<file path="src/rtl/time_cnt24_pkg.sv">
// Shared definitions for the 24-hour BCD time-of-day counter.
package time_cnt24_pkg;

  localparam int unsigned BCD_W = 8;

  localparam logic [BCD_W-1:0] SEC_MAX  = 8'h59;
  localparam logic [BCD_W-1:0] MIN_MAX  = 8'h59;
  localparam logic [BCD_W-1:0] HOUR_MAX = 8'h23;

  // A field is illegal when its units digit is not a decimal digit or the
  // whole value is beyond the field limit. Legal BCD orders the same way as
  // binary, so one magnitude compare covers both the tens digit and the
  // 24..29 hours that have legal digits.
  function automatic logic bcd_illegal(input logic [BCD_W-1:0] v,
                                       input logic [BCD_W-1:0] max);
    return (v[3:0] > 4'd9) || (v > max);
  endfunction

endpackage

</file>
<file path="src/rtl/time_cnt24_bcd.sv">
// Two-digit BCD counter with synchronous clear, run-time limit and
// combinational wrap flag so carries ripple through a chain in one cycle.
module bcd_cnt_mod
  import time_cnt24_pkg::*;
(
  input  logic             CLK,
  input  logic             RST,
  input  logic             inc,
  input  logic             clr,
  input  logic [BCD_W-1:0] max,
  output logic [BCD_W-1:0] value,
  output logic             wrap
);

  logic [BCD_W-1:0] nxt;
  logic             at_max;

  // Next count value and wrap flag for the current request.
  always_comb begin
    nxt    = '0;
    at_max = (value == max);
    if (at_max || bcd_illegal(value, max)) begin
      nxt = '0;
    end else if (value[3:0] == 4'd9) begin
      nxt = {value[7:4] + 4'd1, 4'h0};
    end else begin
      nxt = {value[7:4], value[3:0] + 4'd1};
    end
    // An illegal value reloads 00 but is not a rollover, so no carry.
    wrap = inc && !clr && at_max;
  end

  // Field register: clear wins over increment.
  always_ff @(posedge CLK or negedge RST) begin
    if (!RST) begin
      value <= '0;
    end else if (clr) begin
      value <= '0;
    end else if (inc) begin
      value <= nxt;
    end
  end

endmodule

</file>
<file path="src/rtl/time_cnt24.sv">
// 24-hour BCD clock: seconds, minutes, hours with adjust requests and a
// one-cycle day rollover pulse.
module time_cnt24
  import time_cnt24_pkg::*;
(
  input  logic             CLK,
  input  logic             RST,
  input  logic             EN1HZ,
  input  logic             SECCLR,
  input  logic             MININC,
  input  logic             HOURINC,
  output logic [BCD_W-1:0] SEC,
  output logic [BCD_W-1:0] MIN,
  output logic [BCD_W-1:0] HOUR,
  output logic             DAYCARRY
);

  logic sec_wrap, min_wrap, hour_wrap;
  logic min_inc, hour_inc;
  logic hour_carry, day_carry;

  // Carry chain: adjust requests OR with carries so coincident causes give a
  // single increment; only genuine carries propagate further up the chain.
  always_comb begin
    min_inc    = sec_wrap | MININC;
    hour_carry = min_wrap & sec_wrap;
    hour_inc   = hour_carry | HOURINC;
    day_carry  = hour_wrap & hour_carry;
  end

  bcd_cnt_mod u_sec (
    .CLK   (CLK),
    .RST   (RST),
    .inc   (EN1HZ),
    .clr   (SECCLR),
    .max   (SEC_MAX),
    .value (SEC),
    .wrap  (sec_wrap)
  );

  bcd_cnt_mod u_min (
    .CLK   (CLK),
    .RST   (RST),
    .inc   (min_inc),
    .clr   (1'b0),
    .max   (MIN_MAX),
    .value (MIN),
    .wrap  (min_wrap)
  );

  bcd_cnt_mod u_hour (
    .CLK   (CLK),
    .RST   (RST),
    .inc   (hour_inc),
    .clr   (1'b0),
    .max   (HOUR_MAX),
    .value (HOUR),
    .wrap  (hour_wrap)
  );

  // Registered day rollover pulse.
  always_ff @(posedge CLK or negedge RST) begin
    if (!RST) begin
      DAYCARRY <= 1'b0;
    end else begin
      DAYCARRY <= day_carry;
    end
  end

endmodule

</file>
<file path="config.mk">
export PLATFORM = sky130hd
export DESIGN_NAME = time_cnt24
export DESIGN_NICKNAME = d
export VERILOG_FILES = /design/src/rtl/time_cnt24_pkg.sv /design/src/rtl/time_cnt24_bcd.sv /design/src/rtl/time_cnt24.sv
export SDC_FILE = /design/constraint.sdc
export NUM_CORES = 1
export LEC_CHECK = 0
export CAP_MARGIN = 15
export CORE_ASPECT_RATIO = 0.9
export CORE_MARGIN = 2
export CORE_UTILIZATION = 55
export DETAILED_ROUTE_END_ITERATION = 12
export PLACE_DENSITY_LB_ADDON = 0.05
export SLEW_MARGIN = 40
export SYNTH_ARGS = -nofsm -noshare
export SYNTH_HDL_FRONTEND = slang
export SYNTH_SLANG_ARGS = --single-unit
</file>
<file path="constraint.sdc">
create_clock -name CLK -period 5.59 [get_ports CLK]
set_clock_uncertainty 0.2 [all_clocks]
set_input_delay 1.118 -clock CLK [delete_from_list [all_inputs] [get_ports CLK]]
set_output_delay 1.118 -clock CLK [all_outputs]
set_load 0.02 [all_outputs]
</file>
### Word-level counts from Yosys, hierarchy flattened

Index checks and enable logic that the tools add are counted.

| word-level totals | value |
|---|---|
| bits of input ports | 6 |
| output and inout bits | 25 |
| word-level logic and storage cells | 55 |
| register bits | 25 |

| cells by class | value |
|---|---|
| add/sub/neg operators | 6 |
| equal/unequal tests | 6 |
| $lt $le $gt $ge | 6 |
| reductions and logical operators | 18 |
| bitwise operators | 4 |
| mux-type cells | 8 |

Operators by type and width:

| kind | number |
|---|---|
| 8-bit 2-to-1 mux | 8 |
| 4-bit by 1-bit adder with 4-bit output (second input constant) | 6 |
| 8-bit by 7-bit == test with 1-bit output (second input constant) | 2 |
| 8-bit by 7-bit > comparator with 1-bit output (second input constant) | 2 |
| 4-bit == test (second input constant) | 3 |
| 4-bit > comparator (second input constant) | 3 |
| 8-bit by 6-bit == test with 1-bit output (second input constant) | 1 |
| 8-bit by 6-bit > comparator with 1-bit output (second input constant) | 1 |
| 1-bit logical OR | 6 |
| 2-bit AND reduction | 3 |
| 2-bit nonzero test | 3 |
| 1-bit logical AND | 4 |
| 3-bit nonzero test | 1 |
| 1-bit bitwise AND | 2 |
| 1-bit OR | 2 |
| 1-bit zero test | 1 |

### Longest topological paths before layout

Gate-level depths: netlist of the first run.

| logic depth | value |
|---|---|
| depth in word-level cells | 9 |
| mapped depth | 6 |
| mapped depth without buffers | 6 |

### Hierarchy

A second synthesis of the first run with hierarchy kept.

| second synthesis, totals | value |
|---|---|
| cell total of the unflattened synthesis | 231 |
| area, all modules | 2070.7 µm² |

Modules (own cells, without submodules):

| module | sequential area each (µm²) | area an instance (µm²) | times used | cells an instance |
|---|---|---|---|---|
| bcd_cnt_mod | 200.2 | 671.9 | 3 | 75 |
| time_cnt24 | 25.0 | 55.1 | 1 | 6 |

### Worst setup path before layout of the first run

OpenSTA, ideal clock, no wires.

| timing path | value |
|---|---|
| path kind | input -> register |
| start | input EN1HZ |
| end | register u_hour.value[4] |
| buffers on the path | 1 |
| setup slack | 2975 ps |
| stages | 5 |
| setup time | 79 ps |
| arrival | 2336 ps |
| data required time | 5311 ps |
| cells stage by stage | buf_2 and4b_2 a41oi_4 or4_4 mux2i_1 |

| on the way | value |
|---|---|
| word-level cells in the longest chain between the ends | 7 |

Ends and longest elaborated chain:

| item | line | RTL |
|---|---|---|
| from (decl) | time_cnt24.sv:8 | `input logic EN1HZ,` |
| 1-bit logical AND (*) (2 in series) | time_cnt24_bcd.sv:30 | `wrap = inc && !clr && at_max;` |
| 1-bit OR | time_cnt24.sv:25 | `min_inc = sec_wrap \| MININC;` |
| 1-bit logical AND | time_cnt24_bcd.sv:30 |  |
| 1-bit bitwise AND (*) | time_cnt24.sv:26 | `hour_carry = min_wrap & sec_wrap;` |
| 1-bit OR (*) | time_cnt24.sv:27 | `hour_inc = hour_carry \| HOURINC;` |
| 2-bit AND reduction (no source line) (*) | -- |  |
| to (signal assigned) | time_cnt24_bcd.sv:40 | `value <= nxt;` |
| to (decl) | time_cnt24_bcd.sv:11 | `output logic [BCD_W-1:0] value,` |

Every way passes the cells marked *; elsewhere a longest branch is shown, timed or not.
A chain may end at the register's enable or synchronous reset.

### Worst setup path in the final report of the first run

Ends and elaborated chain as after synthesis.

==> metrics.yaml, run 1 <==
run_status:
  outcome: "finished clean"
logic_synthesis:
  syn_avg_cell_area_um2: 9.93
  seq_area_frac_synth_pct: 40.9
  synth-main-ff-cell: "dfrtp_1"
  synthArstFlopShare_pct: 100
  synth_area_um2: 1530
  synthCells: 154
  synth.net_count: 166
  synth-edff-count: 0
  synth_cell_types: 47
  yosys_warnings: 0
  ys_ff_latch: 25
clock_network:
  cts_tree: "done"
  cts_resized: 0
  cts_root_buf: "clkbuf_4"
  cts_setup_buffers: 0
  cts_max_path_buffers: 2
  cts_hold_buf: 0
  cts_buffers: 3
  h-tree-depth: 1
  clk_pin_slew_worst_paths_ps: 130
  clock_latency_ps: 330
  cts.sinks: 25
sta:
  fmax_mhz: 315
  setup_viol: 0
  tns_ps: 0
  worst_pin_slew_ps: 612
  final_max_slew_viol_count: 0
  relSlewSlack_pct: 59.1
  period_share_pct: 56.8
  post-route-min-period_ps: 3180
  final_hold_viol_count: 0
  rsz0062_at_grt: "no"
  holdWs_ps: 344
worst_hold_path:
  holdCritPathClass: "register to register"
critical_path:
  critPathCaptureType: "register"
  critPathLaunchType: "input port"
  required_ps: 5650
  setup.worst_path.class: "input port to register"
  path_max_fanout: 19
  cp.arrival_ps: 3230
  r2r_setup_slack_ps: 3260
detailed_routing:
  firstDrtPassIters: 4
  post_drt_wl_per_cell_um: 14.6
  routed_via_density: 5.95
  routed_wl_mm: 3.12
  vias: 1273
  drc: 0
  antenna_left: 0
  drtIter0Drc: 38
power:
  p_comb_share_pct: 46.0
  switching_share_pct: 41.3
  seq_power_share_pct: 41.7
  power_density_nw_per_um2: 365
  vdd_ir_drop_max_mv: 0.252
  p_leak_nw: 0.774
  power_switching_w: 0.000281
  p_int_w: 0.000400
  clock_power_share_pct: 12.3
grt:
  grt_first_pass_wirelength_mm: 5.06
  antenna_found_initial: 0
  grt_max_degree: 26
  grt_usage_pct: 20.9
  first_global_vias: 1129
  grt-ovfl-total: 0
layout:
  fill_cells: 231
  layout_commonest_cell: "clkdlybuf4s50_1"
  design_area_um2: 1870
  layout_common_cells: "29 x clkdlybuf4s50_1, 25 x dfrtp_1, 15 x inv_1"
  diodes: 0
  final_cells: 214
  fin_nets: 197
  layout-drive-gt1-share_pct: 9.24
  syn2layout_area_growth_pct: 22.0
placed_design:
  placed_cell_area_um2: 1840
  dp_cells: 210
  dp_hpwl_mm: 2.25
  port_buffers: 30
  place.gp.congestion: 0.842
floorplanning:
  start_util_pct: 56.6
  die_h_um: 54.0
  die_x_um: 59.6
  dieArea_um2: 3220
  core_um2: 2700
  io_pins: 31
  fp-row-count: 18
job:
  drv_cap: 0
-- per-layer routing --
metal / up-vias / GRT usage (%) / wire (um)
met5: - / 0 / 0
met4: 0 / 6.67 / 40
met2: 30 / 34.8 / 1420
li1: 635 / - / -
met1: 603 / 28.2 / 1560
met3: 5 / 2.88 / 97
-- state kept, by name (all words and copies together), names as in the netlist --
| signal | count |
|---|---|
| u_sec.value | 8 |
| u_hour.value | 8 |
| DAYCARRY | 1 |
| u_min.value | 8 |
-- Yosys cell counts, drive strengths merged, types with 3 or more instances --
master,n,area [um2]
dfrtp,25,626
inv,15,56.3
a21oi,13,65.1
nand2,9,33.8
ha,6,75.1
nand2b,6,37.5
mux2i,5,50.1
o21ai,5,25.0
o22ai,5,31.3
or3,5,32.5
nand3,4,20.0
a211oi,3,27.5
a31oi,3,33.8
and2,3,20.0
and4b,3,31.3
and4bb,3,45.0
nand4,3,18.8
nor2,3,11.3
nor2b,3,18.8
o32ai,3,26.3
or4,3,26.3
-- worst max-delay path, cell delays in order --
cell	delay, ps
clkdlybuf4s50_1	860
and4b_2	370
a41oi_4	190
or4_4	540
mux2i_1	140
-- path summary, 6_finish.rpt --
| kind | to | cells past startpoint | from |
|---|---|---|---|
| setup reg to reg | u_hour.value[4] | 4 | u_sec.value[1] |
| max in group asynchronous | u_hour.value[1] | 1 | RST |
| hold / removal | u_min.value[4] | 1 | u_min.value[4] |
| setup / recovery | u_hour.value[4] | 5 | EN1HZ |
| min in group asynchronous | u_min.value[3] | 1 | RST |
| hold reg to reg | u_min.value[4] | 1 | u_min.value[4] |
-- logic make-up (layout without fill, tap and decap cells) --
family	count (synthesis)	in the layout	synth area share (%)
and+or+nand+nor	55	55	24.1
AOI/OAI and AO/OA	43	43	20.9
DFF	25	25	40.9
buffers and inverters	19	49	5.24
adders and majority gates	6	6	4.91
muxes	5	5	3.27
xor gates and xnor gates	1	1	0.573
-- layout make-up --
type	count	area, um2	share of cell area [%]
repair buffers	30	295	15.8
clock inverters	1	5.00	0.268
multi-input cells	110	823	44.1
inverters	15	56.3	3.02
well taps	30	37.5	2.01
clock buffers	3	22.5	1.21
flip-flops and latches	25	626	33.5
-- power by group through the flow --
stage	clock network, W	logic, W	registers [W]
2_1_floorplan	0	0.000148	0.000325
3_3_place_gp	0	0.000307	0.000284
3_5_place_dp	0	0.000315	0.000288
4_1_cts	0.0000861	0.000315	0.000284
5_1_grt	0.0000916	0.000344	0.000293
6_report	0.0000837	0.000314	0.000284
-- per-stage QoR --
step / util, % / power (W) / setup slack (ps)
3_3_place_gp: 68.2 / 0.000591 / 2140
5_1_grt: 69.0 / 0.000728 / 2330
6_report: 69.0 / 0.000681 / 2410
3_5_place_dp: 68.0 / 0.000602 / 2090
2_1_floorplan: - / 0.000473 / 2970
4_1_cts: 69.0 / 0.000685 / 2430
Note: power is estimated with default switching activity, not from simulation.
==> inputs of run 2 (changes only) <==
CORE_UTILIZATION = 51   (was 55)
clock period = 3.2 ns   (was 5.59 ns; I/O delays follow)
==> metrics.yaml, run 2 (synthesis results as in run 1) <==
clock_network:
  clk_pin_slew_worst_paths_ps: 150
  cts_tree: "done"
  h-tree-depth: 1
  cts_max_path_buffers: 2
  cts_hold_buf: 0
  cts_setup_buffers: 0
  clock_latency_ps: 330
  cts_buffers: 3
  cts.sinks: 25
  cts_resized: 0
  cts_root_buf: "clkbuf_4"
power:
  power_density_nw_per_um2: 630
  p_leak_nw: 0.785
  p_int_w: 0.000702
  p_comb_share_pct: 46.0
  power_switching_w: 0.000500
  vdd_ir_drop_max_mv: 0.437
  switching_share_pct: 41.6
  seq_power_share_pct: 41.6
  clock_power_share_pct: 12.4
placed_design:
  place.gp.congestion: 0.777
  dp_cells: 223
  dp_hpwl_mm: 2.50
  placed_cell_area_um2: 1880
  port_buffers: 30
  pre_cts_ws_ps: 551
layout:
  layout_commonest_cell: "clkdlybuf4s50_1"
  post-route-util_pct: 68.3
  fin_nets: 200
  design_area_um2: 1910
  syn2layout_area_growth_pct: 24.8
  layout-drive-gt1-share_pct: 10.2
  diodes: 0
  reg.largest.list: "u_hour.value: 8 flops, u_min.value: 8 flops, u_sec.value: 8 flops"
  layout_common_cells: "30 x clkdlybuf4s50_1, 25 x dfrtp_1, 15 x inv_1"
  final_cells: 227
run_status:
  outcome: "finished clean"
sta:
  tns_ps: 0
  relSlewSlack_pct: 65.7
  worst_pin_slew_ps: 515
  setup_viol: 0
  post-route-min-period_ps: 2380
  fmax_mhz: 420
  final_hold_viol_count: 0
  rsz0062_at_grt: "no"
  fin_ws_ps: 816
  period_share_pct: 74.5
  final_max_slew_viol_count: 0
detailed_routing:
  vias: 1353
  firstDrtPassIters: 6
  antenna_left: 0
  post_drt_wl_per_cell_um: 14.9
  drtIter0Drc: 70
  routed_via_density: 5.96
  routed_wl_mm: 3.37
  drc: 0
critical_path:
  required_ps: 3250
  path_max_fanout: 10
  cp.arrival_ps: 2430
  setup.worst_path.class: "register to register"
  critPathLaunchType: "register"
  critPathCaptureType: "register"
grt:
  grt_first_pass_wirelength_mm: 5.58
  grt-ovfl-total: 0
  first_global_vias: 1224
  antenna_found_initial: 0
  grt_usage_pct: 21.4
  grt_max_degree: 26
floorplanning:
  core_um2: 2790
  die_x_um: 61.7
  fp-row-count: 18
  start_util_pct: 54.7
  die_h_um: 55.9
  io_pins: 31
  dieArea_um2: 3450
worst_hold_path:
  holdCritPathClass: "register to register"
job:
  drv_cap: 0
run 2: metal layers:
metal  global-route usage [%]  up-vias  wire length [um]
li1                         -      640                 -
met1                     29.2      660              1500
met2                     33.1       45              1650
met3                     4.42        8               149
met4                     7.60        0                76
met5                        0        -                 0
run 2: per-stage QoR:
stage | power, W | hold slack, ps
global placement | 0.00104 | 334
detailed placement | 0.00106 | 347
CTS | 0.00121 | 385
finish | 0.00120 | 374
floorplan | 0.000825 | 144
global route | 0.00129 | 402
run 2: worst paths after layout:
path	from	endpoint	slack (ps)	cells after the start
setup reg to reg	u_sec.value[1]	u_hour.value[4]	820	4
min in group asynchronous	RST	u_min.value[1]	450	2
hold reg to reg	u_min.value[4]	u_min.value[4]	370	1
setup / recovery	u_sec.value[1]	u_hour.value[4]	820	4
max in group asynchronous	RST	u_hour.value[0]	2090	2
hold / removal	u_min.value[4]	u_min.value[4]	370	1
run 2: power by group through the flow:
stage	logic (W)	clock network (W)	registers, W
floorplan	0.000259	0	0.000567
detailed placement	0.000554	0	0.000503
global route	0.000600	0.000169	0.000517
CTS	0.000555	0.000156	0.000499
finish	0.000553	0.000149	0.000500
global placement	0.000537	0	0.000499
run 2: worst max-delay path, cell delays in order, from the launching register on:
cell      delay (ps)
dfrtp_1          490
and4bb_1         620
a41oi_4          280
or4_4            550
mux2i_1          160
run 2: cell type report:
class                   instances  area, um2
well taps                      40       50.0
clock buffers                   3       22.5
fillers                       246        885
flip-flops and latches         25        626
inverters                      15       56.3
clock inverters                 1       7.51
multi-input cells             110        823
repair buffers                 33        323
==> inputs of run 3 (changes only) <==
clock period = 2.5 ns   (was 3.2 ns; I/O delays follow)
==> metrics.yaml, run 3 (synthesis results as in run 1) <==
clock_network:
  clock_latency_ps: 330
  clk_pin_slew_worst_paths_ps: 140
  cts_setup_buffers: 0
  cts.sinks: 25
  cts_max_path_buffers: 2
  cts_tree: "done"
  cts_resized: 0
  h-tree-depth: 1
  cts_buffers: 3
  cts_hold_buf: 0
  cts_root_buf: "clkbuf_4"
placed_design:
  pre_cts_ws_ps: 120
  port_buffers: 30
  place.gp.congestion: 0.828
  dp_hpwl_mm: 2.48
floorplanning:
  io_pins: 31
  start_util_pct: 54.7
  die_h_um: 55.9
  dieArea_um2: 3450
  fp-row-count: 18
  core_um2: 2790
  die_x_um: 61.7
sta:
  fin_ws_ps: 315
  final_hold_viol_count: 0
  setup_viol: 0
  fmax_mhz: 458
  rsz0062_at_grt: "no"
  post-route-min-period_ps: 2180
  relSlewSlack_pct: 66.5
  worst_pin_slew_ps: 497
  period_share_pct: 87.4
  holdWs_ps: 318
  final_max_slew_viol_count: 0
  tns_ps: 0
critical_path:
  cp.arrival_ps: 1480
  critPathLaunchType: "register"
  cp_slowest_cell: "clkdlybuf4s50_1"
  setup.worst_path.class: "register to output port"
  r2r_setup_slack_ps: 410
  critPathBufInv: 1
  critPathCaptureType: "output port"
  required_ps: 1800
  rr_endpoint: "u_hour.value[4]"
  path_max_fanout: 8
  crit_chain: "clkdlybuf4s50_1"
  critPathMaxStageDelay_ps: 650
  reg2reg_from: "u_sec.value[5]"
  reg2regPathDepth: 6
  crit_family: "buffers and inverters"
grt:
  grt_first_pass_wirelength_mm: 5.85
  antenna_found_initial: 0
  grt_usage_pct: 21.9
  grt_max_degree: 26
  grt-ovfl-total: 0
  first_global_vias: 1288
power:
  vdd_ir_drop_max_mv: 0.463
  p_leak_nw: 0.805
  power_density_nw_per_um2: 805
detailed_routing:
  antenna_left: 0
  routed_via_density: 5.68
  firstDrtPassIters: 5
  drc: 0
  post_drt_wl_per_cell_um: 15.0
  drtIter0Drc: 112
  routed_wl_mm: 3.46
  vias: 1311
layout:
  reg.largest.list: "u_hour.value: 8 flops, u_min.value: 8 flops, u_sec.value: 8 flops"
  layout-drive-gt1-share_pct: 11.5
  layout_common_cells: "30 x clkdlybuf4s50_1, 25 x dfrtp_1, 15 x inv_1"
  fill_cells: 249
  post-route-util_pct: 69.3
  diodes: 0
  fin_nets: 204
  layout_commonest_cell: "clkdlybuf4s50_1"
  syn2layout_area_growth_pct: 26.5
run_status:
  outcome: "finished clean"
worst_hold_path:
  holdCritPathClass: "input port to asynchronous set/reset pin"
job:
  drv_cap: 0
## run 3: cell types whose count changed in the layout (fill, tap and decap cells not counted)
| cell | delta |
|---|---|
| clkbuf_1 | +1 |
| buf_4 | +4 |
| clkinvlp_4 | -1 |
## run 3: area by class of cell
class | instances | area [um2] | share of cell area [%]
inverters | 15 | 56.3 | 2.91
clock buffers | 4 | 26.3 | 1.36
multi-input cells | 110 | 823 | 42.6
repair buffers | 37 | 353 | 18.2
flip-flops and latches | 25 | 626 | 32.3
well taps | 40 | 50.0 | 2.59
## run 3: where the power goes
part,internal (W),switching (W)
registers,0.000494,0.000141
logic,0.000355,0.000374
clock network,0.0000626,0.000130
## run 3: metrics by stage
| stage | instances | power, W | cell area, um2 |
|---|---|---|---|
| final | 231 | 0.00156 | 1930 |
| after global routing | 231 | 0.00167 | 1930 |
| after CTS | 231 | 0.00156 | 1930 |
| after detailed placement | 227 | 0.00137 | 1910 |
| after global placement | 227 | 0.00134 | 1910 |
| after floorplan | 154 | 0.00106 | 1530 |
## run 3: layer usage
metal	share of wire, %	routed length, um	up-vias	track usage (%)
li1	-	-	643	-
met1	46	1610	639	30.4
met2	49	1700	25	34.3
met3	3.5	120	4	3.72
met4	0.98	34	0	6.69
met5	0	0	-	0
## run 3: worst max path at each step
| stage | start | end | slack [ps] | depth (start not counted) |
|---|---|---|---|---|
| 3_3_place_gp | SECCLR | u_hour.value[4] | 140 | 5 |
| 5_1_grt | u_min.value[0] | MIN[0] | 260 | 1 |
| 6_report | u_sec.value[6] | SEC[6] | 320 | 1 |
| 4_1_cts | u_sec.value[0] | SEC[0] | 310 | 1 |
| 3_5_place_dp | SECCLR | u_hour.value[4] | 120 | 5 |
| 2_1_floorplan | u_sec.value[4] | u_hour.value[4] | 430 | 5 |
